`src/rtl/dfe_pkg.sv`:
```
// Shared types and helpers for the DFE filter array.
// Also provides the round/saturate step used at the CIC decimator output.
package dfe_pkg;

   localparam int CIC_DATA_WIDTH   = 16;
   localparam int CIC_DATA_FRAC    = 15;
   localparam int CIC_NUM_STAGES   = 5;
   localparam int CIC_MAX_DEC_LOG2 = 4;
   localparam int CIC_SEL_WIDTH    = 3;
   localparam int CIC_ACC_WIDTH    = CIC_DATA_WIDTH + CIC_NUM_STAGES * CIC_MAX_DEC_LOG2;
   localparam int CIC_SHIFT_WIDTH  = 8;

   typedef logic signed [CIC_DATA_WIDTH-1:0] sample_t;
   typedef logic signed [CIC_ACC_WIDTH-1:0]  cic_acc_t;
   typedef logic [CIC_SHIFT_WIDTH-1:0]       cic_shift_t;

   typedef struct packed {
      sample_t data;
      logic    overflow;
      logic    underflow;
   } sat_result_t;

   // One guard bit keeps the half-up rounding term from wrapping near full scale.
   function automatic sat_result_t sat_round(input cic_acc_t acc, input cic_shift_t shift);
      logic signed [CIC_ACC_WIDTH:0]               ext;
      logic signed [CIC_ACC_WIDTH:0]               rnd;
      logic signed [CIC_ACC_WIDTH:0]               shifted;
      logic [CIC_ACC_WIDTH-CIC_DATA_WIDTH+1:0]     upper;
      sat_result_t                                 res;
      ext = {acc[CIC_ACC_WIDTH-1], acc};
      rnd = '0;
      if (shift != '0) begin
         rnd = {{CIC_ACC_WIDTH{1'b0}}, 1'b1} << (shift - 1'b1);
      end
      shifted       = (ext + rnd) >>> shift;
      upper         = shifted[CIC_ACC_WIDTH:CIC_DATA_WIDTH-1];
      res.data      = shifted[CIC_DATA_WIDTH-1:0];
      res.overflow  = 1'b0;
      res.underflow = 1'b0;
      if (!((&upper) | ~(|upper))) begin
         if (shifted[CIC_ACC_WIDTH]) begin
            res.underflow = 1'b1;
            res.data      = {1'b1, {(CIC_DATA_WIDTH-1){1'b0}}};
         end else begin
            res.overflow  = 1'b1;
            res.data      = {1'b0, {(CIC_DATA_WIDTH-1){1'b1}}};
         end
      end
      return res;
   endfunction

endpackage

```
`src/rtl/cic_decimator_if.sv`:
```
// Sample stream, configuration and status bundle of the CIC decimator.
interface cic_decimator_if
   import dfe_pkg::*;
#(
   parameter int DATA_WIDTH = CIC_DATA_WIDTH,
   parameter int SEL_WIDTH  = CIC_SEL_WIDTH
);

   logic                         valid_in;
   logic signed [DATA_WIDTH-1:0] cic_in;
   logic                         bypass;
   logic                         cfg_wr_en;
   logic [SEL_WIDTH-1:0]         dec_sel;
   logic [SEL_WIDTH-1:0]         dec_sel_out;
   logic signed [DATA_WIDTH-1:0] cic_out;
   logic                         valid_out;
   logic                         overflow;
   logic                         underflow;

   modport master (
      output valid_in, cic_in, bypass, cfg_wr_en, dec_sel,
      input  dec_sel_out, cic_out, valid_out, overflow, underflow
   );

   modport slave (
      input  valid_in, cic_in, bypass, cfg_wr_en, dec_sel,
      output dec_sel_out, cic_out, valid_out, overflow, underflow
   );

endinterface

```
`src/rtl/cic_comb_chain.sv`:
```
// Comb section of the CIC decimator: N differentiators (M = 1) run at the decimated rate.
module cic_comb_chain
   import dfe_pkg::*;
#(
   parameter int ACC_WIDTH  = CIC_ACC_WIDTH,
   parameter int NUM_STAGES = CIC_NUM_STAGES
) (
   input  logic                        clk,
   input  logic                        rst,
   input  logic                        clear,
   input  logic                        enable,
   input  logic signed [ACC_WIDTH-1:0] din,
   output logic signed [ACC_WIDTH-1:0] dout
);

   logic signed [ACC_WIDTH-1:0] c    [NUM_STAGES+1];
   logic signed [ACC_WIDTH-1:0] dly_q[NUM_STAGES];
   logic signed [ACC_WIDTH-1:0] dly_d[NUM_STAGES];

   always_comb begin
      c[0] = din;
      for (int k = 0; k < NUM_STAGES; k++) begin
         c[k+1] = c[k] - dly_q[k];
      end
   end

   // Each delay captures its own stage input, so the chain is a pure difference per stage.
   always_comb begin
      dly_d = dly_q;
      if (clear) begin
         for (int k = 0; k < NUM_STAGES; k++) begin
            dly_d[k] = '0;
         end
      end else if (enable) begin
         for (int k = 0; k < NUM_STAGES; k++) begin
            dly_d[k] = c[k];
         end
      end
   end

   always_ff @(posedge clk or posedge rst) begin
      if (rst) begin
         for (int k = 0; k < NUM_STAGES; k++) begin
            dly_q[k] <= '0;
         end
      end else begin
         dly_q <= dly_d;
      end
   end

   assign dout = c[NUM_STAGES];

endmodule

```
`src/rtl/cic_decimator.sv`:
```
// Programmable-ratio CIC decimator (R = 2^dec_sel) with exact gain normalisation,
// rounding/saturation to the sample width and a registered bypass path.
module cic_decimator
   import dfe_pkg::*;
#(
   parameter int DATA_WIDTH   = CIC_DATA_WIDTH,
   parameter int NUM_STAGES   = CIC_NUM_STAGES,
   parameter int MAX_DEC_LOG2 = CIC_MAX_DEC_LOG2,
   parameter int SEL_WIDTH    = CIC_SEL_WIDTH
) (
   input logic            clk,
   input logic            rst,
   cic_decimator_if.slave bus
);

   localparam int ACC_WIDTH = DATA_WIDTH + NUM_STAGES * MAX_DEC_LOG2;
   localparam int PH_WIDTH  = (MAX_DEC_LOG2 > 0) ? MAX_DEC_LOG2 : 1;

   typedef logic signed [ACC_WIDTH-1:0] acc_t;

   logic [SEL_WIDTH-1:0] ratio_q;
   logic [SEL_WIDTH-1:0] ratio_d;
   logic [PH_WIDTH-1:0]  phase_q;
   logic [PH_WIDTH-1:0]  phase_d;
   logic [PH_WIDTH-1:0]  phase_last;
   logic                 dec_strobe_q;
   logic                 dec_strobe_d;
   acc_t                 int_q[NUM_STAGES];
   acc_t                 int_d[NUM_STAGES];
   acc_t                 in_ext;
   acc_t                 comb_out;
   logic                 clear;
   cic_shift_t           shift_amt;
   sat_result_t          sat_res;
   sample_t              cic_out_q;
   sample_t              cic_out_d;
   logic                 valid_out_q;
   logic                 valid_out_d;
   logic                 overflow_q;
   logic                 overflow_d;
   logic                 underflow_q;
   logic                 underflow_d;

   // Bypass and reconfiguration both hold the filter state at zero.
   assign clear  = bus.bypass | bus.cfg_wr_en;
   assign in_ext = {{(ACC_WIDTH-DATA_WIDTH){bus.cic_in[DATA_WIDTH-1]}}, bus.cic_in};

   always_comb begin
      ratio_d = ratio_q;
      if (bus.cfg_wr_en) begin
         if (bus.dec_sel > SEL_WIDTH'(MAX_DEC_LOG2)) begin
            ratio_d = SEL_WIDTH'(MAX_DEC_LOG2);
         end else begin
            ratio_d = bus.dec_sel;
         end
      end
   end

   // Pipelined integrators: each stage adds last cycle's value of its predecessor.
   always_comb begin
      int_d = int_q;
      if (clear) begin
         for (int k = 0; k < NUM_STAGES; k++) begin
            int_d[k] = '0;
         end
      end else if (bus.valid_in) begin
         int_d[0] = int_q[0] + in_ext;
         for (int k = 1; k < NUM_STAGES; k++) begin
            int_d[k] = int_q[k] + int_q[k-1];
         end
      end
   end

   assign phase_last = PH_WIDTH'((32'd1 << ratio_q) - 32'd1);

   always_comb begin
      phase_d      = phase_q;
      dec_strobe_d = 1'b0;
      if (clear) begin
         phase_d = '0;
      end else if (bus.valid_in) begin
         if (phase_q == phase_last) begin
            phase_d      = '0;
            dec_strobe_d = 1'b1;
         end else begin
            phase_d = phase_q + 1'b1;
         end
      end
   end

   cic_comb_chain #(
      .ACC_WIDTH  (ACC_WIDTH),
      .NUM_STAGES (NUM_STAGES)
   ) u_comb (
      .clk    (clk),
      .rst    (rst),
      .clear  (clear),
      .enable (dec_strobe_q),
      .din    (int_q[NUM_STAGES-1]),
      .dout   (comb_out)
   );

   // Gain is (2^ratio)^N, so a shift of N*ratio normalises it exactly.
   assign shift_amt = cic_shift_t'(NUM_STAGES) * cic_shift_t'(ratio_q);
   assign sat_res   = sat_round(comb_out, shift_amt);

   always_comb begin
      cic_out_d   = cic_out_q;
      valid_out_d = 1'b0;
      overflow_d  = 1'b0;
      underflow_d = 1'b0;
      if (bus.bypass) begin
         cic_out_d   = bus.cic_in;
         valid_out_d = bus.valid_in;
      end else if (dec_strobe_q) begin
         cic_out_d   = sat_res.data;
         valid_out_d = 1'b1;
         overflow_d  = sat_res.overflow;
         underflow_d = sat_res.underflow;
      end
   end

   always_ff @(posedge clk or posedge rst) begin
      if (rst) begin
         ratio_q      <= SEL_WIDTH'(MAX_DEC_LOG2);
         phase_q      <= '0;
         dec_strobe_q <= 1'b0;
         for (int k = 0; k < NUM_STAGES; k++) begin
            int_q[k] <= '0;
         end
         cic_out_q    <= '0;
         valid_out_q  <= 1'b0;
         overflow_q   <= 1'b0;
         underflow_q  <= 1'b0;
      end else begin
         ratio_q      <= ratio_d;
         phase_q      <= phase_d;
         dec_strobe_q <= dec_strobe_d;
         int_q        <= int_d;
         cic_out_q    <= cic_out_d;
         valid_out_q  <= valid_out_d;
         overflow_q   <= overflow_d;
         underflow_q  <= underflow_d;
      end
   end

   assign bus.dec_sel_out = ratio_q;
   assign bus.cic_out     = cic_out_q;
   assign bus.valid_out   = valid_out_q;
   assign bus.overflow    = overflow_q;
   assign bus.underflow   = underflow_q;

endmodule
```
`src/flat_wrapper.sv`:
```
// flat-port wrapper written by rule: the top's interface ports become plain ports
module cic_decimator_flat import dfe_pkg::*;
#(
   parameter int DATA_WIDTH   = CIC_DATA_WIDTH,
   parameter int NUM_STAGES   = CIC_NUM_STAGES,
   parameter int MAX_DEC_LOG2 = CIC_MAX_DEC_LOG2,
   parameter int SEL_WIDTH    = CIC_SEL_WIDTH
)
  (clk, rst, bus_valid_in, bus_cic_in, bus_bypass, bus_cfg_wr_en, bus_dec_sel, bus_dec_sel_out, bus_cic_out, bus_valid_out, bus_overflow, bus_underflow);
  cic_decimator_if #(.DATA_WIDTH(DATA_WIDTH), .SEL_WIDTH(SEL_WIDTH)) bus_i ();
  input logic clk;
  input logic rst;
  input wire logic [$bits(bus_i.valid_in)-1:0] bus_valid_in;
  input wire logic [$bits(bus_i.cic_in)-1:0] bus_cic_in;
  input wire logic [$bits(bus_i.bypass)-1:0] bus_bypass;
  input wire logic [$bits(bus_i.cfg_wr_en)-1:0] bus_cfg_wr_en;
  input wire logic [$bits(bus_i.dec_sel)-1:0] bus_dec_sel;
  output wire logic [$bits(bus_i.dec_sel_out)-1:0] bus_dec_sel_out;
  output wire logic [$bits(bus_i.cic_out)-1:0] bus_cic_out;
  output wire logic [$bits(bus_i.valid_out)-1:0] bus_valid_out;
  output wire logic [$bits(bus_i.overflow)-1:0] bus_overflow;
  output wire logic [$bits(bus_i.underflow)-1:0] bus_underflow;
  assign bus_i.valid_in = bus_valid_in;
  assign bus_i.cic_in = bus_cic_in;
  assign bus_i.bypass = bus_bypass;
  assign bus_i.cfg_wr_en = bus_cfg_wr_en;
  assign bus_i.dec_sel = bus_dec_sel;
  assign bus_dec_sel_out = bus_i.dec_sel_out;
  assign bus_cic_out = bus_i.cic_out;
  assign bus_valid_out = bus_i.valid_out;
  assign bus_overflow = bus_i.overflow;
  assign bus_underflow = bus_i.underflow;
  cic_decimator #(.DATA_WIDTH(DATA_WIDTH), .NUM_STAGES(NUM_STAGES), .MAX_DEC_LOG2(MAX_DEC_LOG2), .SEL_WIDTH(SEL_WIDTH)) u_core (.clk(clk), .rst(rst), .bus(bus_i));
endmodule
```
`config.mk`:
```
export PLATFORM = sky130hd
export DESIGN_NAME = cic_decimator_flat
export DESIGN_NICKNAME = d
export VERILOG_FILES = /design/src/rtl/dfe_pkg.sv /design/src/rtl/cic_decimator_if.sv /design/src/rtl/cic_comb_chain.sv /design/src/rtl/cic_decimator.sv /design/src/flat_wrapper.sv
export SDC_FILE = /design/constraint.sdc
export NUM_CORES = 2
export LEC_CHECK = 0
export ABC_AREA = 1
export BUFFER_PORTS_ARGS = -buffer_cell sky130_fd_sc_hd__buf_2
export CELL_PAD_IN_SITES_DETAIL_PLACEMENT = 1
export CELL_PAD_IN_SITES_GLOBAL_PLACEMENT = 2
export CORE_UTILIZATION = 38
export DETAILED_ROUTE_END_ITERATION = 8
export GPL_TIMING_DRIVEN = 0
export PLACE_DENSITY = 0.91
export SLEW_MARGIN = 10
export SYNTH_ARGS = -nofsm -noshare
export SYNTH_HDL_FRONTEND = slang
export SYNTH_SLANG_ARGS = --single-unit
export TNS_END_PERCENT = 100
```
`constraint.sdc`:
```
create_clock -name clk -period 15.3 [get_ports clk]
set_clock_uncertainty 0.05 [all_clocks]
set_input_delay 1.53 -clock clk [delete_from_list [all_inputs] [get_ports clk]]
set_output_delay 1.53 -clock clk [all_outputs]
set_load 0.05 [all_outputs]
```
==> reports/results.ini <==
[clock_tree]
clk_pin_slew_ps=60
clk_latency_ps=600
h-tree-depth=2
numCtsBuffers=50
clock-sinks=387
cts_tree=yes
post_cts_buffers=0
cts-resized-gates=0
clockRootBuffer=clkbuf_16
ctsHoldBuffers=0
clk_path_buf_depth=3

[critical_path]
reg2reg_from=u_core.int_q[0]
max_stage_delay_ps=410
crit_type=flop to flop
critPathSlowestCell=o31ai_1
start_kind=flop
worstPathMaxFanout=10
r2r_cells=74
arrival_ps=13030
r2r_end=u_core.bus.cic_out[5]
cp-end-kind=flop
r2r_slack_ps=2690
cp.required_ps=15720
crit_top_cell=nand2_1

[floorplan]
initial_core_util=0.385
rows=109
core_area_um2=88600
io_pins=46
die_area_um2=91000
die-height_um=302
die_w_um=302

[route]
routed_wl_mm=108
drt_first_pass_iters=5
viasPerCell=5.33
wl_per_cell_um=17.7
drtAntennaViolNets=0
drtIter0Drc=1356
vias=32400
drc_errors=0

[power_and_ir_drop]
seqPwrFrac=0.169
clkPwrFrac=0.197
p_sw_uw=3200
p_int_uw=2990
p_sw_frac=0.517
power_density_nw_per_um2=165
cellLeakagePower_uw=0.0191
combinationalPowerShare=0.634
vdd_ir_drop_max_mv=0.127
totalPowerFinal_uw=6190

[global_route]
globalRouteOverflowTotal=0
grt_pass1_wl_mm=176
grt_pass1_vias=33900
grt_max_degree=111
gr-usage-all-layers=0.237
antenna_found_initial=2

[synth]
yosysTopAreaCell=dfrtp_1
yosys_warnings=0
synth_cell_types=64
synth-seq-cells=387
synthCells=4777
syn_nets=5209
syn-cell-area_um2=34100
synth_edf_count=0
yosysSeqAreaShare=0.284
synth_area_per_cell_um2=7.14
ys_top_cells_by_area=dfrtp_1 28%, ha_1 15%, nand2_1 13%
synthArstFlopShare=1.00
synth_flop_cell=dfrtp_1
netlist.area_leader.share=0.283

[final_layout]
drive_above_1_share=0.0448
final_common_cell=nand2_1
layout_common_cells=1,183 x nand2_1, 567 x inv_1, 448 x a21oi_1, 416 x o21ai_0, 397 x ha_1
final_cells=6081
nNetsFinal=5309
areaGrowthSynthToFinish_pct=10.1

[run]
max_cap_viol_count=0

[placed_design]
dp_hpwl_mm=86.8
dp.cells=5990
gp_congestion=0.893
port_buffers=45

[timing]
hold_viol=0
finalCritPeriodShare=0.824
setup_viol=0
max_freq_mhz=79.3
relSlewSlack=0.303
worst_slew_pin_slew_ps=1040
holdWs_ps=458
grt_setup_unrepaired=no
slew_violations=0
fin_crit_ps=12610
fin_tns_setup_ps=0

[min_path]
holdPathStages=2
min_to=u_core.bus.cic_out[11]
worstHoldStart=u_core.bus.cic_out[11]
holdCritPathClass=flop to flop

[status]
status=finished clean

-- synth_stat cells, drive strengths merged (8+ instances only) --
| cell | instances |
|---|---|
| o21bai | 10 |
| a22o | 8 |
| o211ai | 25 |
| o21ai | 462 |
| o22ai | 65 |
| dfrtp | 386 |
| nor3 | 21 |
| or2 | 34 |
| o31ai | 55 |
| inv | 571 |
| nand2 | 1195 |
| xnor2 | 66 |
| nand4 | 18 |
| clkbuf | 102 |
| nand3 | 237 |
| a31oi | 30 |
| xor2 | 179 |
| a22oi | 15 |
| a21o | 19 |
| a21oi | 448 |
| a32o | 24 |
| a21boi | 38 |
| buf | 20 |
| ha | 397 |
| a211oi | 12 |
| fa | 11 |
| nor2 | 282 |
-- power groups by stage --
stage	Sequential (µW)	Combinational, µW	Clock [µW]
2_1_floorplan	1080	2760	0
3_3_place_gp	1070	3890	0
3_5_place_dp	1070	3940	0
4_1_cts	1050	3960	1250
5_1_grt	1050	4390	1280
6_report	1050	3930	1220
-- worst max path at each step --
stage	to	start	cells after the start
3_3_place_gp	u_core.bus.overflow	rst	2
2_1_floorplan	u_core.bus.cic_out[0]	rst	1
4_1_cts	u_core.bus.cic_out[8]	u_core.int_q[0]	74
6_report	u_core.bus.cic_out[5]	u_core.int_q[0]	74
3_5_place_dp	u_core.bus.cic_out[8]	u_core.int_q[0]	80
5_1_grt	u_core.bus.cic_out[7]	u_core.int_q[0]	74
-- final cells by class --
type,instances,area [µm²]
Fill cell,11400,51100
Multi-Input combinational cell,3691,21800
Sequential cell,387,9690
Inverter,577,2180
Clock buffer,76,1530
Tap cell,1165,1460
Buffer,122,492
Timing Repair Buffer,48,308
Clock inverter,13,149
Antenna cell,2,5.00
-- cell families after synthesis --
family / Yosys count / share of synthesized area
DFF: 387 / 0.284
AOI/OAI and AO/OA: 1232 / 0.205
xor gates and xnor gates: 245 / 0.0629
buffers and inverters: 699 / 0.0780
and+or+nand+nor: 1802 / 0.217
adders and majority gates: 408 / 0.152
muxes: 4 / 0.00121
-- per-layer routing --
metal | track usage | wire length [µm]
met5 | 0 | 0
met2 | 0.426 | 53200
met4 | 0.0678 | 3040
met3 | 0.0188 | 2160
met1 | 0.300 | 49200
-- worst max-delay path: cells and delay by family (launching register included) --
family	cells	cell delay, ps
AO/OA/AOI/OAI	20	3900
buffers and inverters	9	850
XOR/XNOR	5	1160
AND/OR/NAND/NOR	33	3780
adder cells (fa/ha/maj)	7	2340
flip-flops	1	380
-- metrics by stage --
step	instance area, µm²	worst slack [ps]	utilization
2_1_floorplan	34100	2970	-
5_1_grt	37600	1450	0.424
3_5_place_dp	35900	2840	0.405
4_1_cts	37600	2690	0.424
6_report	37600	2690	0.424
3_3_place_gp	35800	-2520	0.404
-- state kept, by name, summed over array words and instances (netlist names) --
register,flops
u_core.phase_q,4
u_core.bus.valid_out,1
u_core.bus.dec_sel_out,3
u_core.bus.overflow,1
u_core.bus.cic_out,16
u_core.dec_strobe_q,1
u_core.bus.underflow,1
u_core.u_comb.dly_q,180
u_core.int_q,180
Power figures use the tool's default switching activity.
